--- src/rtl/stack_arbiter_if.sv ---
// rtl/stack_arbiter_if.sv - requester-side handshake bundle for the shared stack arbiter
interface stack_arbiter_if #(
    parameter int WIDTH = 8,
    parameter int NREQ  = 2
);
    logic [NREQ-1:0]       req;
    logic [NREQ-1:0]       op;
    logic [NREQ*WIDTH-1:0] wdata;
    logic [NREQ-1:0]       ack;
    logic                  err;
    logic [WIDTH-1:0]      rd_data;

    modport master (
        output req, op, wdata,
        input  ack, err, rd_data
    );

    modport slave (
        input  req, op, wdata,
        output ack, err, rd_data
    );
endinterface

--- src/rtl/stack_arbiter.sv ---
// rtl/stack_arbiter.sv - round-robin arbiter sharing one hardware stack between requesters
module stack_arbiter #(
    parameter int WIDTH = 8,
    parameter int DEPTH = 3,
    parameter int NREQ  = 2
) (
    input  logic             clk,
    input  logic             clr_n,
    input  logic             flush,
    stack_arbiter_if.slave   bus,
    output logic [DEPTH:0]   level,
    output logic             busy,
    output logic             stk_c,
    output logic             stk_en,
    output logic             stk_clr,
    output logic [WIDTH-1:0] stk_push,
    input  logic [WIDTH-1:0] stk_peek,
    input  logic             stk_full,
    input  logic             stk_ne
);

    typedef enum logic [2:0] {
        S_CLEAR, S_IDLE, S_ISSUE, S_DONE, S_ERROR, S_FLUSH
    } state_t;

    localparam int             IW      = (NREQ > 2) ? 2 : 1;
    localparam logic [DEPTH:0] LVL_ONE = 1;

    state_t            state_q, state_d;
    logic [IW-1:0]     rr_q, rr_d;
    logic [IW-1:0]     win_q, win_d, win_c;
    logic              any_req, reject;
    logic [NREQ-1:0]   ack_q, ack_d;
    logic              err_q, err_d;
    logic [WIDTH-1:0]  rd_q, rd_d;
    logic [DEPTH:0]    level_d;
    logic              busy_d, stk_c_d, stk_en_d, stk_clr_d;
    logic [WIDTH-1:0]  stk_push_d;

    assign bus.ack     = ack_q;
    assign bus.err     = err_q;
    assign bus.rd_data = rd_q;

    // Search starts one past the last successful grant so every waiter is reached within NREQ turns.
    always_comb begin
        int idx;
        idx     = 0;
        win_c   = rr_q;
        any_req = 1'b0;
        for (int k = 1; k <= NREQ; k++) begin
            idx = int'(rr_q) + k;
            if (idx >= NREQ) idx = idx - NREQ;
            if (!any_req && bus.req[IW'(idx)]) begin
                win_c   = IW'(idx);
                any_req = 1'b1;
            end
        end
    end

    assign reject = bus.op[win_c] ? stk_full : !stk_ne;

    always_ff @(posedge clk or negedge clr_n) begin
        if (!clr_n) begin
            state_q  <= S_CLEAR;
            rr_q     <= '0;
            win_q    <= '0;
            ack_q    <= '0;
            err_q    <= 1'b0;
            rd_q     <= '0;
            level    <= '0;
            busy     <= 1'b1;
            stk_c    <= 1'b0;
            stk_en   <= 1'b0;
            stk_clr  <= 1'b1;
            stk_push <= '0;
        end else begin
            state_q  <= state_d;
            rr_q     <= rr_d;
            win_q    <= win_d;
            ack_q    <= ack_d;
            err_q    <= err_d;
            rd_q     <= rd_d;
            level    <= level_d;
            busy     <= busy_d;
            stk_c    <= stk_c_d;
            stk_en   <= stk_en_d;
            stk_clr  <= stk_clr_d;
            stk_push <= stk_push_d;
        end
    end

    always_comb begin
        state_d = state_q;
        case (state_q)
            S_CLEAR: state_d = S_IDLE;
            S_IDLE: begin
                if (flush)        state_d = S_FLUSH;
                else if (any_req) state_d = reject ? S_ERROR : S_ISSUE;
            end
            S_ISSUE: state_d = S_DONE;
            S_DONE:  state_d = S_IDLE;
            S_ERROR: state_d = S_IDLE;
            S_FLUSH: state_d = S_IDLE;
            default: state_d = S_CLEAR;
        endcase
    end

    // Outputs are registered, so each value is computed for the state being entered.
    // Pop data is taken at the end of ISSUE, while the stack still shows the pre-pop top.
    always_comb begin
        ack_d      = '0;
        err_d      = 1'b0;
        stk_en_d   = 1'b0;
        stk_clr_d  = 1'b0;
        stk_c_d    = stk_c;
        stk_push_d = stk_push;
        rd_d       = rd_q;
        level_d    = level;
        rr_d       = rr_q;
        win_d      = win_q;
        busy_d     = (state_d != S_IDLE);
        case (state_q)
            S_IDLE: begin
                if (state_d == S_FLUSH) begin
                    stk_clr_d = 1'b1;
                    level_d   = '0;
                end else if (state_d != S_IDLE) begin
                    win_d      = win_c;
                    stk_c_d    = bus.op[win_c];
                    stk_push_d = bus.wdata[int'(win_c)*WIDTH +: WIDTH];
                    if (state_d == S_ISSUE) begin
                        stk_en_d = 1'b1;
                    end else begin
                        ack_d[win_c] = 1'b1;
                        err_d        = 1'b1;
                    end
                end
            end
            S_ISSUE: begin
                ack_d[win_q] = 1'b1;
                rr_d         = win_q;
                if (stk_c) begin
                    level_d = level + LVL_ONE;
                end else begin
                    level_d = level - LVL_ONE;
                    rd_d    = stk_peek;
                end
            end
            default: ;
        endcase
    end

endmodule

--- src/flat_wrapper.sv ---
// flat-port wrapper written by rule: the top's interface ports become plain ports
module stack_arbiter_flat 
#(
    parameter int WIDTH = 8,
    parameter int DEPTH = 3,
    parameter int NREQ  = 2
)
  (clk, clr_n, flush, level, busy, stk_c, stk_en, stk_clr, stk_push, stk_peek, stk_full, stk_ne, bus_req, bus_op, bus_wdata, bus_ack, bus_err, bus_rd_data);
  stack_arbiter_if #(.WIDTH(WIDTH), .NREQ(NREQ)) bus_i ();
  input  logic clk;
  input  logic clr_n;
  input  logic flush;
  output logic [DEPTH:0] level;
  output logic busy;
  output logic stk_c;
  output logic stk_en;
  output logic stk_clr;
  output logic [WIDTH-1:0] stk_push;
  input  logic [WIDTH-1:0] stk_peek;
  input  logic stk_full;
  input  logic stk_ne;
  input wire logic [$bits(bus_i.req)-1:0] bus_req;
  input wire logic [$bits(bus_i.op)-1:0] bus_op;
  input wire logic [$bits(bus_i.wdata)-1:0] bus_wdata;
  output wire logic [$bits(bus_i.ack)-1:0] bus_ack;
  output wire logic [$bits(bus_i.err)-1:0] bus_err;
  output wire logic [$bits(bus_i.rd_data)-1:0] bus_rd_data;
  assign bus_i.req = bus_req;
  assign bus_i.op = bus_op;
  assign bus_i.wdata = bus_wdata;
  assign bus_ack = bus_i.ack;
  assign bus_err = bus_i.err;
  assign bus_rd_data = bus_i.rd_data;
  stack_arbiter #(.WIDTH(WIDTH), .DEPTH(DEPTH), .NREQ(NREQ)) u_core (.clk(clk), .clr_n(clr_n), .flush(flush), .bus(bus_i), .level(level), .busy(busy), .stk_c(stk_c), .stk_en(stk_en), .stk_clr(stk_clr), .stk_push(stk_push), .stk_peek(stk_peek), .stk_full(stk_full), .stk_ne(stk_ne));
endmodule
--- config.mk ---
export PLATFORM = sky130hd
export DESIGN_NAME = stack_arbiter_flat
export DESIGN_NICKNAME = d
export VERILOG_FILES = /design/src/rtl/stack_arbiter_if.sv /design/src/rtl/stack_arbiter.sv /design/src/flat_wrapper.sv
export SDC_FILE = /design/constraint.sdc
export NUM_CORES = 1
export LEC_CHECK = 0
export ABC_AREA = 1
export BUFFER_PORTS_ARGS = -buffer_cell sky130_fd_sc_hd__buf_2
export CORE_ASPECT_RATIO = 0.9
export CORE_MARGIN = 3
export CORE_UTILIZATION = 50
export CTS_CLUSTER_DIAMETER = 100
export CTS_CLUSTER_SIZE = 25
export DETAILED_ROUTE_END_ITERATION = 6
export PLACE_DENSITY = 0.83
export SYNTH_ARGS = -nofsm -noshare
export SYNTH_HDL_FRONTEND = slang
export SYNTH_SLANG_ARGS = --single-unit
--- constraint.sdc ---
create_clock -name clk -period 2.2 [get_ports clk]
set_input_delay 0.11 -clock clk [delete_from_list [all_inputs] [get_ports clk]]
set_output_delay 0.11 -clock clk [all_outputs]
set_load 0.05 [all_outputs]
==> flow_summary_export.csv <==
group,metric,value,unit
run_status,outcome,"finished clean",
floorplanning,ioPinCount,60,
worst_setup_path,path_depth,9,
global_routing,track_usage,20.13,%
routing,drtPass1Iterations,4,
synth,synth.avg_cell_area,9.576,um2
synth,async_flop_share,100.0,%
sta,rsz0062_at_grt,"no",
synth,synth-seq-cells,32,
sta,clock_skew,0.005280,ns
final_layout,nNetsFinal,260,
synth,synth_edf_count,0,
cts,clkSinkCount,32,
worst_setup_path,path_class,"reg2reg",
final_layout,area_delta_synth_final,32.02,%
worst_setup_path,slowest_delay,0.43,ns
placed_design,dp.cells,247,
worst_hold_path,min_to,"u_core.stk_push[7]$_DFFE_PN0P_",
floorplanning,die_w,63.06,um
cts,h-tree-depth,2,
worst_hold_path,hp-start,"bus_wdata[7]",
floorplanning,coreArea,0.002616,mm2
sta,worst_pin_slew,0.6897,ns
worst_setup_path,cp-end-kind,"flop",
synth,synth_commonest_cells,"nand2_1, dfrtp_1, inv_1",
pwr,max-vdd-ir-drop,0.9122,mV
routing,routed_wl,3204,um
cts,clkTransAtPathRegs,0.10,ns
synth,synth_top_cell_by_area,"dfrtp_1",
worst_setup_path,critPathRequiredTime,2.48,ns
sta,finalHoldViolCount,0,
sta,maxSlewHeadroom,54.02,%
synth,synth_ff_type,"dfrtp_1",
worst_setup_path,critPathTopFamily,"simple AND/OR/NAND/NOR gates",
synth,ys_types,26,
placed_design,hpwl,2344,um
cts,cts-buffers-inserted,5,
floorplanning,dieArea,0.003617,mm2
synth,syn_area,0.001465,mm2
floorplanning,rows,17,
routing,antenna_left,0,
sta,drv_slew,0,
sta,setup-violations-final,0,
synth,synthesis.nets,189,
synth,yosysWarnings,0,
sta,period_needed,1.642,ns
worst_setup_path,critPathSlowestCell,"nor3_4",
final_layout,instances_no_fill,263,
routing,drc,0,
global_routing,grt_pass1_wl,5561,um
global_routing,antenna_found_initial,0,
run,maxCapViolCount,0,
cts,cts.path.max_buffers,2,
synth,synth.top_cell.area_share,51.24,%
worst_setup_path,r2r_start,"u_core.state_q[2]$_DFF_PN0_",
floorplanning,die_h,57.36,um
placed_design,place_congestion,0.7323,
sta,fin_crit_sh,74.62,%
global_routing,grt_start_max_net_pins,33,
global_routing,grt_pass1_vias,1311,
global_routing,grt_overflow_total,0,
routing,viasPerCell,4.837,
worst_setup_path,worst-path-buf-inv,1,
worst_setup_path,start_kind,"flop",
floorplanning,initial_utilization,56.00,%
synth,ys_seq_area_share,54.82,%
sta,max_freq,609.1,MHz
worst_setup_path,crit_path_max_fanout,14,
synth,synthTopCellsByArea,"dfrtp_1, nand2_1, mux2_2",
placed_design,portBuffers,58,
routing,first_iter_violations,29,
sta,finalSetupTns,0,ns
synth,synth_cells,153,
synth,synth.most_common_cell,"nand2_1",
cts,cts_tree,"yes",
worst_setup_path,crit_chain,"inv_1 > nand3_1 > nor3_4 > nor3_1 > nand3_2 > nand2_2 > nand2_2 > nand2_1 > nand2_1",
pwr,power.density,1442,mW/mm2
worst_setup_path,r2r_cells,9,
worst_setup_path,r2r_end,"u_core.level[0]$_DFFE_PN0P_",
routing,wire_per_inst,12.18,um
worst_setup_path,worstPathArrival,1.92,ns
worst_hold_path,hold_path.class,"in2reg",
cts,cts_root_buf,"clkbuf_4",
worst_setup_path,r2r_setup_slack,0.56,ns
routing,num_vias,1272,
pwr,leakagePower,0.001073,uW
final_layout,n_antenna_cell,0,
final_layout,fin_util,73.94,%
worst_hold_path,hold_depth,3,
final_layout,drive_above_1_share,39.56,%
cts,clk_latency,0.34,ns
[kinds of logic after synthesis]
family / share of synthesized area, %
AOI/OAI and AO/OA: 6.917
adders and majority gates: 3.074
buffers and inverters: 6.319
and+or+nand+nor: 21.52
xor gates and xnor gates: 1.196
muxes: 6.149
DFF: 54.82
[per-stage QoR]
step                      setup slack [ns]  hold slack, ns  power (uW)  area, um2
after floorplan                     0.3584         -0.1856        2110       1465
after global placement              0.6371          0.1716        2397       1793
final                               0.5583         0.01953        2790       1934
after CTS                           0.5559        0.008973        2811       1934
after detailed placement            0.5837          0.1892        2449       1793
after global routing                0.3389         0.01308        2970       1934
[layout by cell type, fill, tap and decap left out, drive strengths merged]
| master | n |
|---|---|
| ha | 2 |
| dfstp | 2 |
| dlygate4sd3 | 8 |
| clkbuf | 6 |
| xor2 | 1 |
| a21o | 1 |
| buf | 59 |
| nor3 | 2 |
| a31oi | 9 |
| mux2 | 8 |
| clkinv | 3 |
| xnor2 | 1 |
| a21oi | 1 |
| or2 | 1 |
| nor2 | 11 |
| o22ai | 2 |
| dfrtp | 30 |
| fa | 1 |
| inv | 19 |
| nand3 | 9 |
| nand2 | 45 |
| o21ai | 4 |
[worst max path at each step]
| stage | from | endpoint | slack (ns) |
|---|---|---|---|
| 2_1_floorplan | u_core.stk_c$_DFFE_PN0P_ | u_core.level[3]$_DFFE_PN0P_ | 0.36 |
| 3_3_place_gp | u_core.state_q[2]$_DFF_PN0_ | u_core.level[1]$_DFFE_PN0P_ | 0.64 |
| 3_5_place_dp | u_core.state_q[2]$_DFF_PN0_ | u_core.level[0]$_DFFE_PN0P_ | 0.58 |
| 4_1_cts | u_core.state_q[2]$_DFF_PN0_ | u_core.level[0]$_DFFE_PN0P_ | 0.56 |
| 5_1_grt | u_core.state_q[2]$_DFF_PN0_ | u_core.level[1]$_DFFE_PN0P_ | 0.34 |
| 6_report | u_core.state_q[2]$_DFF_PN0_ | u_core.level[0]$_DFFE_PN0P_ | 0.56 |
[final cells by class]
class | instances | area, um2
multi-input cells | 98 | 569.3
clock buffers | 6 | 51.30
clock inverters | 2 | 10.01
well taps | 38 | 47.55
fillers | 205 | 681.9
repair buffers | 67 | 377.9
inverters | 20 | 75.07
flip-flops and latches | 32 | 803.3
[what timing repair did]
item | 4_1_cts | 5_1_grt
hold buffers | 8 | 0
buffers inserted | 0 | 0
hold endpoints to repair | 37 | 0
gates resized for setup | 0 | 0
[flip-flops by register name (all words and copies together) (netlist names)]
register	flops
u_core.bus.rd_data	8
u_core.bus.err	1
u_core.state_q	3
u_core.rr_q	1
u_core.win_q	1
u_core.bus.ack	2
u_core.stk_c	1
u_core.level	4
u_core.busy	1
u_core.stk_clr	1
u_core.stk_push	8
u_core.stk_en	1
[tightest hold or removal path, delay by kind of cell]
family	cells	cell delay, ns
buf+inv	1	0.09
compound gates	1	0.07
simple gates	1	0.05
[report_power, final]
group	leakage (uW)	internal (uW)	switching, uW
sequential	0.000387	822	118
clock	0.0000380	152	200
combinational	0.000648	384	1110
[metal layers]
layer	part of all wire (%)	track usage (%)	vias up
li1	-	-	631
met4	2.4	8.805	0
met1	39	22.14	584
met5	0	0	-
met3	7.1	6.890	9
met2	51	35.49	48
(Power assumes the default switching activity.)
